===== src/rtl/gf180mcu_fd_sc_mcu9t5v0__scan_ctrl_pkg.sv =====
// Shared types and helpers for the scan-chain sequencer.
package gf180mcu_fd_sc_mcu9t5v0__scan_ctrl_pkg;

    typedef enum logic [1:0] {
        ST_IDLE      = 2'd0,
        ST_SHIFT_IN  = 2'd1,
        ST_CAPTURE   = 2'd2,
        ST_SHIFT_OUT = 2'd3
    } state_t;

    // Counter must hold the longest per-state edge count without wrapping.
    function automatic int cnt_width(input int chain_len, input int capture_cycles);
        int m;
        m = (chain_len > capture_cycles) ? chain_len : capture_cycles;
        return $clog2(m + 1);
    endfunction

endpackage


===== src/rtl/gf180mcu_fd_sc_mcu9t5v0__scan_ctrl_shreg.sv =====
// W-bit shift register: parallel load, shifts toward the MSB, serial input at the LSB.
module gf180mcu_fd_sc_mcu9t5v0__scan_ctrl_shreg #(
    parameter int W = 8
) (
    input  logic         clk,
    input  logic         rst,
    input  logic         load,
    input  logic         shift,
    input  logic [W-1:0] din,
    input  logic         sin,
    output logic [W-1:0] q
);

    // Load has priority over shift; both are single-cycle strobes from the FSM.
    always_ff @(posedge clk or posedge rst) begin
        if (rst)
            q <= '0;
        else if (load)
            q <= din;
        else if (shift)
            q <= {q[W-2:0], sin};
    end

endmodule


===== src/rtl/gf180mcu_fd_sc_mcu9t5v0__scan_ctrl.sv =====
// Scan-chain sequencer: shift a pattern into the chain, capture, shift the response out.
module gf180mcu_fd_sc_mcu9t5v0__scan_ctrl
    import gf180mcu_fd_sc_mcu9t5v0__scan_ctrl_pkg::*;
#(
    parameter int CHAIN_LEN      = 8,
    parameter int CAPTURE_CYCLES = 1
) (
    input  logic                 CLK,
    input  logic                 RST,
    input  logic                 START,
    input  logic                 ABORT,
    input  logic [CHAIN_LEN-1:0] PAT_IN,
    input  logic                 SO,
    output logic                 SE,
    output logic                 SI,
    output logic                 BUSY,
    output logic                 DONE,
    output logic [CHAIN_LEN-1:0] RESP_OUT
);

    localparam int CW = cnt_width(CHAIN_LEN, CAPTURE_CYCLES);
    localparam logic [CW-1:0] SHIFT_LAST = CW'(CHAIN_LEN - 1);
    localparam logic [CW-1:0] CAP_LAST   = CW'(CAPTURE_CYCLES - 1);

    state_t              state, state_n;
    logic [CW-1:0]       cnt, cnt_n;
    logic                se_n, si_n, done_n, busy_n;
    logic                pat_load, pat_shift, resp_shift, resp_upd;
    logic [CHAIN_LEN-1:0] pat_q, resp_q;
    logic                unused_bits;

    // Pattern shadow: SI for edge e0 comes straight from PAT_IN, later bits from here.
    gf180mcu_fd_sc_mcu9t5v0__scan_ctrl_shreg #(.W(CHAIN_LEN)) u_pat (
        .clk   (CLK),
        .rst   (RST),
        .load  (pat_load),
        .shift (pat_shift),
        .din   (PAT_IN),
        .sin   (1'b0),
        .q     (pat_q)
    );

    // Response assembly: first SO sample migrates up to the MSB.
    gf180mcu_fd_sc_mcu9t5v0__scan_ctrl_shreg #(.W(CHAIN_LEN)) u_resp (
        .clk   (CLK),
        .rst   (RST),
        .load  (1'b0),
        .shift (resp_shift),
        .din   ('0),
        .sin   (SO),
        .q     (resp_q)
    );

    // The pattern MSB is consumed directly from PAT_IN, and the response MSB
    // is overwritten by the final SO sample, so neither is read from the registers.
    assign unused_bits = pat_q[CHAIN_LEN-1] ^ resp_q[CHAIN_LEN-1];

    // State, counter and registered outputs.
    always_ff @(posedge CLK or posedge RST) begin
        if (RST) begin
            state    <= ST_IDLE;
            cnt      <= '0;
            SE       <= 1'b0;
            SI       <= 1'b0;
            BUSY     <= 1'b0;
            DONE     <= 1'b0;
            RESP_OUT <= '0;
        end else begin
            state <= state_n;
            cnt   <= cnt_n;
            SE    <= se_n;
            SI    <= si_n;
            BUSY  <= busy_n;
            DONE  <= done_n;
            if (resp_upd)
                RESP_OUT <= {resp_q[CHAIN_LEN-2:0], SO};
        end
    end

    // Next-state logic; abort overrides everything outside IDLE.
    always_comb begin
        state_n    = state;
        cnt_n      = cnt + CW'(1);
        se_n       = SE;
        si_n       = 1'b0;
        done_n     = 1'b0;
        pat_load   = 1'b0;
        pat_shift  = 1'b0;
        resp_shift = 1'b0;
        resp_upd   = 1'b0;

        case (state)
            ST_IDLE: begin
                se_n  = 1'b0;
                cnt_n = '0;
                if (START && !ABORT) begin
                    pat_load = 1'b1;
                    se_n     = 1'b1;
                    si_n     = PAT_IN[CHAIN_LEN-1];
                    state_n  = ST_SHIFT_IN;
                end
            end
            ST_SHIFT_IN: begin
                pat_shift = 1'b1;
                se_n      = 1'b1;
                si_n      = pat_q[CHAIN_LEN-2];
                if (cnt == SHIFT_LAST) begin
                    se_n    = 1'b0;
                    si_n    = 1'b0;
                    cnt_n   = '0;
                    state_n = ST_CAPTURE;
                end
            end
            ST_CAPTURE: begin
                se_n = 1'b0;
                if (cnt == CAP_LAST) begin
                    se_n    = 1'b1;
                    cnt_n   = '0;
                    state_n = ST_SHIFT_OUT;
                end
            end
            ST_SHIFT_OUT: begin
                se_n       = 1'b1;
                resp_shift = 1'b1;
                if (cnt == SHIFT_LAST) begin
                    resp_upd = 1'b1;
                    done_n   = 1'b1;
                    se_n     = 1'b0;
                    cnt_n    = '0;
                    state_n  = ST_IDLE;
                end
            end
            default: begin
                se_n    = 1'b0;
                cnt_n   = '0;
                state_n = ST_IDLE;
            end
        endcase

        if (ABORT && state != ST_IDLE) begin
            state_n    = ST_IDLE;
            cnt_n      = '0;
            se_n       = 1'b0;
            si_n       = 1'b0;
            done_n     = 1'b0;
            pat_shift  = 1'b0;
            resp_shift = 1'b0;
            resp_upd   = 1'b0;
        end

        busy_n = (state_n != ST_IDLE);
    end

endmodule

===== config.mk =====
export PLATFORM = sky130hd
export DESIGN_NAME = gf180mcu_fd_sc_mcu9t5v0__scan_ctrl
export DESIGN_NICKNAME = d
export VERILOG_FILES = /design/src/rtl/gf180mcu_fd_sc_mcu9t5v0__scan_ctrl_pkg.sv /design/src/rtl/gf180mcu_fd_sc_mcu9t5v0__scan_ctrl_shreg.sv /design/src/rtl/gf180mcu_fd_sc_mcu9t5v0__scan_ctrl.sv
export SDC_FILE = /design/constraint.sdc
export NUM_CORES = 1
export LEC_CHECK = 0
export BUFFER_PORTS_ARGS = -buffer_cell sky130_fd_sc_hd__buf_4
export CELL_PAD_IN_SITES_DETAIL_PLACEMENT = 2
export CELL_PAD_IN_SITES_GLOBAL_PLACEMENT = 2
export CORE_MARGIN = 1
export CORE_UTILIZATION = 33
export CTS_CLUSTER_SIZE = 25
export DETAILED_ROUTE_END_ITERATION = 7
export HOLD_SLACK_MARGIN = 0.1
export PLACE_DENSITY = 0.73
export SLEW_MARGIN = 20
export SYNTH_ARGS = -nofsm -noshare
export SYNTH_HDL_FRONTEND = slang
export SYNTH_HIERARCHICAL = 1
export SYNTH_SLANG_ARGS = --single-unit

===== constraint.sdc =====
create_clock -name CLK -period 1.83 [get_ports CLK]
set_clock_uncertainty 0.1 [all_clocks]
set_input_delay 0.366 -clock CLK [delete_from_list [all_inputs] [get_ports CLK]]
set_output_delay 0.366 -clock CLK [all_outputs]
set_load 0.01 [all_outputs]

Word-level counts from Yosys, hierarchy flattened

Index checks and enable logic that the tools add are counted.

Bits in registers: 32
Input bits: 13
Output and inout bits: 12
Logic and storage cells: 52

Add/sub/neg operators: 1
Eq/ne operators: 4
Muxes and demuxes: 29
Reduce and logical (&&, ||, !) cells: 9

Operators with widths:

| operator                                            | number |
|---|---|
| two-way mux 1 bit                                   | 15 |
| two-way mux 7 bit                                   | 2 |
| two-way mux 4 bit                                   | 3 |
| case mux 4 bit (3 select lines)                     | 1 |
| two-way mux 2 bit                                   | 5 |
| case mux 2 bit (4 select lines)                     | 1 |
| nonzero test 2 bit                                  | 3 |
| adder 4 x 1 -> 4 bit, second input constant         | 1 |
| equality test 2 bit, second input constant          | 2 |
| equality test 4 x 3 -> 1 bit, second input constant | 1 |
| zero test 4 bit                                     | 1 |
| case mux 1 bit (3 select lines)                     | 1 |
| equality test 2 x 1 -> 1 bit, second input constant | 1 |
| logical AND 1 bit                                   | 2 |
| zero test 2 bit                                     | 1 |
| case mux 1 bit (2 select lines)                     | 1 |
| OR reduction 2 bit                                  | 1 |
| zero test 1 bit                                     | 1 |

Depth between registers and ports, before layout

Gate-level depths: netlist of the first run.

Word-level depth: 6
Gate-level depth with buffers: 5

Hierarchy

The synthesis of the first run kept the hierarchy.

By module, submodules not included:

| module                                   | instances | cells each | area each (um2) | sequential area each (um2) |
|---|---|---|---|---|
| gf180mcu_fd_sc_mcu9t5v0__scan_ctrl       | 1         | 63         | 823.3           | 450.4 |
| gf180mcu_fd_sc_mcu9t5v0__scan_ctrl_shreg | 2         | 35         | 376.6           | 200.2 |

Worst setup path after synthesis of the first run

OpenSTA, ideal clock, no wires.

Path kind: reg-to-reg
Start point: reg state[0]
End point: reg SI
Library setup time: 0.094 ns
Data arrival time: 1.684 ns
Slack: -0.048 ns
Stages on the path, launching flop included: 5
Buffers on the path: 1
Path through: dfrtp_1 -> buf_6 -> nor4b_1 -> a2bb2oi_1 -> a211oi_1

Longest elaborated chain between the ends: 3
Elaborated cells between the ends (all ways): 6

Ends and longest elaborated chain:

| element                                                              | RTL line                                                                            | RTL |
|---|---|---|
| start: declaration                                                   | gf180mcu_fd_sc_mcu9t5v0__scan_ctrl.sv:25                                            | `state_t state, state_n;` |
| start signal: assignment                                             | gf180mcu_fd_sc_mcu9t5v0__scan_ctrl.sv:69                                            | `state <= state_n;` |
| equality test 2 x 1 -> 1 bit (tied with other cells)                 | gf180mcu_fd_sc_mcu9t5v0__scan_ctrl.sv:92                                            | `case (state)` |
| case mux 1 bit (2 select lines) or logical AND 1 bit (tied branches) | gf180mcu_fd_sc_mcu9t5v0__scan_ctrl.sv:92, gf180mcu_fd_sc_mcu9t5v0__scan_ctrl.sv:140 |  |
| two-way mux 1 bit (*)                                                | gf180mcu_fd_sc_mcu9t5v0__scan_ctrl.sv:140                                           | `if (ABORT && state != ST_IDLE) begin` |
| named net si_n                                                       | gf180mcu_fd_sc_mcu9t5v0__scan_ctrl.sv:27                                            | `logic se_n, si_n, done_n, busy_n;` |
| end signal: assignment                                               | gf180mcu_fd_sc_mcu9t5v0__scan_ctrl.sv:72                                            | `SI <= si_n;` |
| end: declaration                                                     | gf180mcu_fd_sc_mcu9t5v0__scan_ctrl.sv:15                                            | `output logic SI,` |

The timed path passes the listed nets; every way through them passes the cells marked *.
A chain may end at the register's enable or synchronous reset.

Final worst setup path of the first run

Start point: reg cnt[0]
End point: reg RESP_OUT[6]

Longest elaborated chain between the ends: 4

Ends and longest elaborated chain:

| element                      | RTL line                                  | RTL |
|---|---|---|
| start: declaration           | gf180mcu_fd_sc_mcu9t5v0__scan_ctrl.sv:26  | `logic [CW-1:0] cnt, cnt_n;` |
| start signal: assignment     | gf180mcu_fd_sc_mcu9t5v0__scan_ctrl.sv:70  | `cnt <= cnt_n;` |
| equality test 4 x 3 -> 1 bit | gf180mcu_fd_sc_mcu9t5v0__scan_ctrl.sv:125 | `if (cnt == SHIFT_LAST) begin` |
| two-way mux 1 bit            | gf180mcu_fd_sc_mcu9t5v0__scan_ctrl.sv:125 |  |
| two-way mux 1 bit            | gf180mcu_fd_sc_mcu9t5v0__scan_ctrl.sv:92  |  |
| two-way mux 1 bit            | gf180mcu_fd_sc_mcu9t5v0__scan_ctrl.sv:140 |  |
| end signal: assignment       | gf180mcu_fd_sc_mcu9t5v0__scan_ctrl.sv:76  | `RESP_OUT <= {resp_q[CHAIN_LEN-2:0], SO};` |
| end: declaration             | gf180mcu_fd_sc_mcu9t5v0__scan_ctrl.sv:18  | `output logic [CHAIN_LEN-1:0] RESP_OUT` |

Every way passes these cells.

==> impl_results.md, run 1 <==
- Status: finished, final reports clean
- Total grt overflow: 0
- Total routed wirelength: 3420 um
- CP endpoint: RESP_OUT[6]
- Hold Path Class: in2reg
- Diode count: 0
- Instance count of the mapped netlist: 125
- Crit path depth: 4
- Measured slew at the worst slew-check pin: 0.689 ns
- Sw Share: 0.239
- Synth warn: 6
- WHS: 0.195 ns
- Final setup vio count: 0
- Power per cell area: 873 nW/um2
- Num Clock Sinks: 32
- Vias/cell: 4.70
- Reg2reg setup slack: 0.12 ns
- Post-DP HPWL: 2680 um
- Critical Path RT: 1.90 ns
- Synthesis-to-finish area growth: 26.6%
- DR DRC count: 0
- Data arrival, critical path: 1.78 ns
- R2r startpoint: cnt[0]
- Fillers: 469
- Total GRT Usage: 0.161
- Setup TNS: 0 ns
- CP top delay family: simple AND/OR/NAND/NOR gates
- Post-CTS Setup Bufs: 0
- Initial Utilization: 0.342
- CTS max path bufs: 2
- Seq pwr share: 0.488
- DR iter-0 viols: 18
- RSZ-0062 raised after global routing: no
- I/O Buffers: 24
- Number of top-level pins: 25
- DR WL/cell: 15.4 um
- Fmax: 0.584 GHz
- Detail Route Antenna Nets: 0
- Clock group share of total power: 0.405
- Dpl cell area: 1760 um2
- Max-slew headroom: 0.540
- Largest net degree at the start of global routing: 19
- R2R depth: 4
- Clk_lat worst skew: 0.29 ns
- CTS tree: built
- Slowest stage cell, crit path: dfrtp_1
- DRT Pass-1 Iters: 3
- Dpl cells: 213
- Combinational Power Share: 0.107
- Avg Cell Area, Syn: 11.9 um2
- Crit. End Element: flip-flop
- Leakage power: 0.881 nW
- Critical Path Max Stage Delay: 0.39 ns
- Final Max Tran Viols: 0
- Initial antenna violation count: 0
- Total of max-cap violations: 0
- Die area: 4780 um2
- H-tree Lvls: 2
- First-pass GRT wire length: 5940 um
- Final worst path period share: 0.936
- Register clock-pin slew on the reported worst setup and hold paths: 0.07 ns
- Post-layout min period: 1.71 ns
- Fin cells: 222
- Worst setup SP type: flip-flop
- Design Area, Final: 1880 um2
- VDD IR max: 0.000318 V
- Final net count: 184
- Mapped Area: 1490 um2
- CTS Buf Count: 5
- R2r endpoint: RESP_OUT[6]
- Layout cells sized above 1: 0.294
- CP Buf/Inv Count: 0
- P_int: 1.25 mW
- Via Count: 1,044
- Core area: 4350 um2
- Critical path class: reg2reg
- # rows: 24
- CTS Root Cell: clkbuf_8
- Crit-path max FO: 9
- Die height: 69.2 um
- Die width: 69.2 um
- Util after Layout: 0.433
- Final hold violation count: 0
- CP cell instances: ha_1 -> and3b_1 -> and2_2 -> mux2_4
- GPL Wtd Cong: 0.710
- Vias in the first global route: 1,235
- Sw Pwr: 392 uW
- Crit path from: cnt[0]
-- registers in the layout, indices dropped and copies added, names as in the netlist --
signal,cells
RESP_OUT,8
u_pat/q,7
u_resp/q,7
cnt,4
state,2
BUSY,1
DONE,1
SE,1
SI,1
-- area by class of cell --
class / count / area, um2 / area share
Inverter: 6 / 22.5 / 0.0120
Clock buffer: 6 / 72.6 / 0.0385
Timing Repair Buffer: 31 / 235 / 0.125
Tap cell: 52 / 65.1 / 0.0345
Multi-Input combinational cell: 93 / 653 / 0.347
Clock inverter: 2 / 35.0 / 0.0186
Sequential cell: 32 / 801 / 0.425
-- worst min path at each step --
| stage | endpoint | slack [ns] | depth (start not counted) | from |
|---|---|---|---|---|
| finish | u_pat/q[5] | 0.20 | 3 | PAT_IN[5] |
| global route | u_pat/q[0] | 0.20 | 3 | PAT_IN[0] |
| CTS | u_pat/q[5] | 0.18 | 3 | PAT_IN[5] |
| detailed placement | u_resp/q[0] | 0.24 | 2 | RST |
| global placement | u_resp/q[0] | 0.23 | 2 | RST |
| floorplan | u_pat/q[0] | 0.07 | 1 | RST |
-- metal layers --
metal	vias to the layer above	track usage	share of wire
li1	498	-	-
met4	0	0.0748	0.016
met1	523	0.176	0.41
met3	6	0.0363	0.031
met2	17	0.293	0.54
met5	-	0	0
-- worst register-to-register path, cell delays in order, from the launching register on --
cell and delay (ns):
dfrtp_1 0.39, ha_1 0.23, and3b_1 0.21, and2_2 0.33, mux2_4 0.34
-- metrics by stage --
stage	worst slack, ns	total power [mW]
global route	0.0207	1.72
CTS	0.0861	1.67
finish	0.117	1.64
detailed placement	-0.0425	0.992
global placement	0.0223	0.972
floorplan	0.0289	0.920
-- what timing repair did --
item | CTS | global route
pin swaps | 0 | 0
resized for setup | 1 | 1
hold buffers | 1 | 0
endpoints found under the setup margin | 8 | 1
gates cloned | 0 | 0
endpoints found under the hold margin | 14 | 0
-- power groups by stage --
| stage | combinational, mW | sequential [mW] | clock [mW] |
|---|---|---|---|
| floorplan | 0.113 | 0.806 | 0 |
| global placement | 0.160 | 0.812 | 0 |
| detailed placement | 0.175 | 0.817 | 0 |
| CTS | 0.178 | 0.804 | 0.685 |
| global route | 0.200 | 0.811 | 0.705 |
| finish | 0.175 | 0.803 | 0.666 |
-- cells in the final DEF (no fill, tap or decap), types with 2 or more instances in the layout --
cell type,count
o21ai_1,14
nor3_1,4
inv_1,6
mux2i_1,14
mux2_4,8
xnor2_1,2
clkbuf_8,5
conb_1,14
dfrtp_1,32
ha_1,2
and3b_1,2
a21oi_1,3
nor3b_1,2
buf_4,30
nand2_1,15
Note: power is estimated with default switching activity, not from simulation.
==> run 2, diff against run 1 <==
--- a/config.mk
+++ b/config.mk
@@ -9,11 +9,11 @@
 export CELL_PAD_IN_SITES_DETAIL_PLACEMENT = 2
 export CELL_PAD_IN_SITES_GLOBAL_PLACEMENT = 2
 export CORE_MARGIN = 1
-export CORE_UTILIZATION = 33
+export CORE_UTILIZATION = 36
 export CTS_CLUSTER_SIZE = 25
 export DETAILED_ROUTE_END_ITERATION = 7
 export HOLD_SLACK_MARGIN = 0.1
-export PLACE_DENSITY = 0.73
+export PLACE_DENSITY = 0.76
 export SLEW_MARGIN = 20
 export SYNTH_ARGS = -nofsm -noshare
 export SYNTH_HDL_FRONTEND = slang
==> constraint.sdc (replaced) <==
create_clock -name CLK -period 1.9 [get_ports CLK]
set_clock_uncertainty 0.1 [all_clocks]
set_input_delay 0.38 -clock CLK [delete_from_list [all_inputs] [get_ports CLK]]
set_output_delay 0.38 -clock CLK [all_outputs]
set_load 0.01 [all_outputs]
==> run 2 against run 1 <==
- die area shrank 8.1%
- sequential power fell by 3.6%
- power is 9.1% lower
- sequential cell count is the same
- global-route usage is 2.7 points higher
- setup slack better by 0.056 ns
- design area fell by 1.1%
- count of clock-buffer cells in the layout up 1
- worst hold slack improved by 0.021 ns
- via count is 0.77% lower
- largest cell class unchanged
==> impl_results.md, run 2 (synthesized netlist as in run 1, its figures left out) <==
- Critical path class: reg2reg
- DR WL/cell: 16.0 um (+4.1%)
- Data arrival, critical path: 1.82 ns (+0.04 ns)
- DRT Pass-1 Iters: 4 (+1)
- Fmax: 0.579 GHz (-0.84%)
- Die area: 4400 um2 (-8.1%)
- Depth of the worst hold-timing path: 3 (unchanged)
- R2R depth: 5 (+1)
- CP Buf/Inv Count: 1 (+1)
- Biggest regs: RESP_OUT: 8 flops, u_pat/q: 7 flops, u_resp/q: 7 flops
- Final Max Tran Viols: 0 (unchanged)
- Total routed wirelength: 3500 um (+2.2%)
- Sw Pwr: 356 uW (-9.2%)
- First-pass GRT wire length: 5800 um (-2.4%)
- Number of top-level pins: 25 (unchanged)
- Most frequent cells in the layout: 32 x dfrtp_1, 29 x buf_4, 15 x nand2_1
- Total GRT Usage: 0.189 (+0.0275)
- Final setup vio count: 0 (unchanged)
- Diode count: 0 (unchanged)
- PnR worst setup slack: 0.173 ns (+0.0556 ns)
- Max-slew headroom: 0.523 (-0.0170)
- Most flops, register: RESP_OUT
- Crit-path max FO: 4 (-5)
- H-tree Lvls: 2 (unchanged)
- Total of max-cap violations: 0 (unchanged)
- CTS Buf Count: 5 (unchanged)
- Reg2reg setup slack: 0.17 ns (+0.06 ns)
- Detail Route Antenna Nets: 0 (unchanged)
- CTS Root Cell: clkbuf_8
- Largest net degree at the start of global routing: 19 (unchanged)
- Sw Share: 0.238 (-0.000330)
- RSZ-0062 raised after global routing: no
- Post-layout min period: 1.73 ns (+0.0144 ns)
- Vias/cell: 4.75 (+1.1%)
- Pre-CTS setup slack: 0.0427 ns (+0.0852 ns)
- WHS: 0.216 ns (+0.0209 ns)
- Core area: 3970 um2 (-8.8%)
- Setup TNS: 0 ns (unchanged)
- Layout cells sized above 1: 0.292 (-0.00245)
- VDD IR max: 0.000328 V (+3.2%)
- Status: finished, final reports clean
- Slowest stage cell, crit path: or3b_2
- Design Area, Final: 1860 um2 (-1.1%)
- Seq pwr share: 0.518 (+0.030)
- Via Count: 1,036 (-0.77%)
- CTS max path bufs: 2 (unchanged)
- Fin cells: 218 (-1.8%)
- Vias in the first global route: 1,177 (-4.7%)
- Die width: 66.3 um (-4.1%)
- Clock group share of total power: 0.368 (-0.037)
- Die height: 66.3 um (-4.1%)
- Dpl cell area: 1750 um2 (-0.57%)
- Clk_lat worst skew: 0.28 ns (about the same)
- Total grt overflow: 0 (unchanged)
- Leakage power: 0.871 nW (-1.1%)
- P_int: 1.14 mW (-9.1%)
- Hold wc startpoint: PAT_IN[1]
- Critical Path RT: 2.00 ns (+0.10 ns)
- Hold Path Class: in2reg
- # rows: 23 (-4.2%)
- Worst setup SP type: flip-flop
- Critical Path Max Stage Delay: 0.48 ns (+0.09 ns)
- R2r endpoint: state[0]
- DR iter-0 viols: 46 (+28)
- Power per cell area: 802 nW/um2 (-8.1%)
- GPL Wtd Cong: 0.708 (-0.28%)
- Dpl cells: 210 (-1.4%)
- CP cell instances: inv_1 -> ha_1 -> or3b_2 -> or2_2 -> a21oi_1
- Register clock-pin slew on the reported worst setup and hold paths: 0.06 ns (about the same)
- Crit. End Element: flip-flop
- Commonest non-fill, non-tap cell in the layout: dfrtp_1
- WHS Endpoint: u_pat/q[1]
- CTS tree: built
- Final worst path period share: 0.909 (-0.0269)
- Final hold violation count: 0 (unchanged)
- Synthesis-to-finish area growth: 25.1%
- Final net count: 183 (-0.54%)
- Initial Utilization: 0.375 (+0.0330)
- Post-DP HPWL: 2690 um (+0.31%)
- Largest register FFs: 8 (unchanged)
- DR DRC count: 0 (unchanged)
- R2r startpoint: cnt[0]
- Combinational Power Share: 0.114 (+0.007)
- I/O Buffers: 24 (unchanged)
- Measured slew at the worst slew-check pin: 0.714 ns (+0.0254 ns)
- Num Clock Sinks: 32 (unchanged)
- Initial antenna violation count: 0 (unchanged)
- CP top delay family: simple AND/OR/NAND/NOR gates
[run 2: per-layer routing]
layer,global-route usage,wire (um),vias up
met4,0.0718,38,0
met2,0.337,1870,15
met5,0,0,-
li1,-,-,495
met3,0.0586,111,5
met1,0.207,1470,521
[run 2: power groups by stage]
| stage | clock [mW] | combinational (mW) | sequential [mW] |
|---|---|---|---|
| 3_3_place_gp | 0 | 0.153 | 0.782 |
| 6_report | 0.550 | 0.170 | 0.774 |
| 3_5_place_dp | 0 | 0.165 | 0.787 |
| 5_1_grt | 0.599 | 0.194 | 0.781 |
| 4_1_cts | 0.569 | 0.171 | 0.776 |
| 2_1_floorplan | 0 | 0.109 | 0.777 |
[run 2: cell type report]
type / instances / area, um2
well taps: 50 / 62.6
fillers: 425 / 2110
flip-flops and latches: 32 / 801
clock buffers: 7 / 96.3
inverters: 6 / 22.5
repair buffers: 30 / 228
multi-input cells: 93 / 653
[run 2: worst max-delay path by stage]
| stage | startpoint | end | cells past startpoint |
|---|---|---|---|
| final | cnt[0] | state[0] | 5 |
| after global routing | cnt[0] | state[0] | 5 |
| after CTS | cnt[0] | RESP_OUT[3] | 4 |
| after detailed placement | cnt[0] | RESP_OUT[3] | 4 |
| after global placement | ABORT | RESP_OUT[1] | 4 |
| after floorplan | state[0] | SI | 4 |
[run 2: worst reg2reg max path: stages (launching register included)]
cell,delay (ns)
dfrtp_1,0.41
inv_1,0.08
ha_1,0.14
or3b_2,0.48
or2_2,0.31
a21oi_1,0.14
[run 2: repair_timing]
action,CTS,global route
endpoints found under the setup margin,0,9
endpoints found under the hold margin,14,0
setup buffers,0,0
hold buffers,1,0
gates resized for setup,0,2
[run 2: per-stage QoR]
step                      power (mW)   util
after floorplan                0.886      -
after global placement         0.935  0.441
after detailed placement       0.952  0.441
after CTS                       1.52  0.468
after global routing            1.57  0.469
final                           1.49  0.469
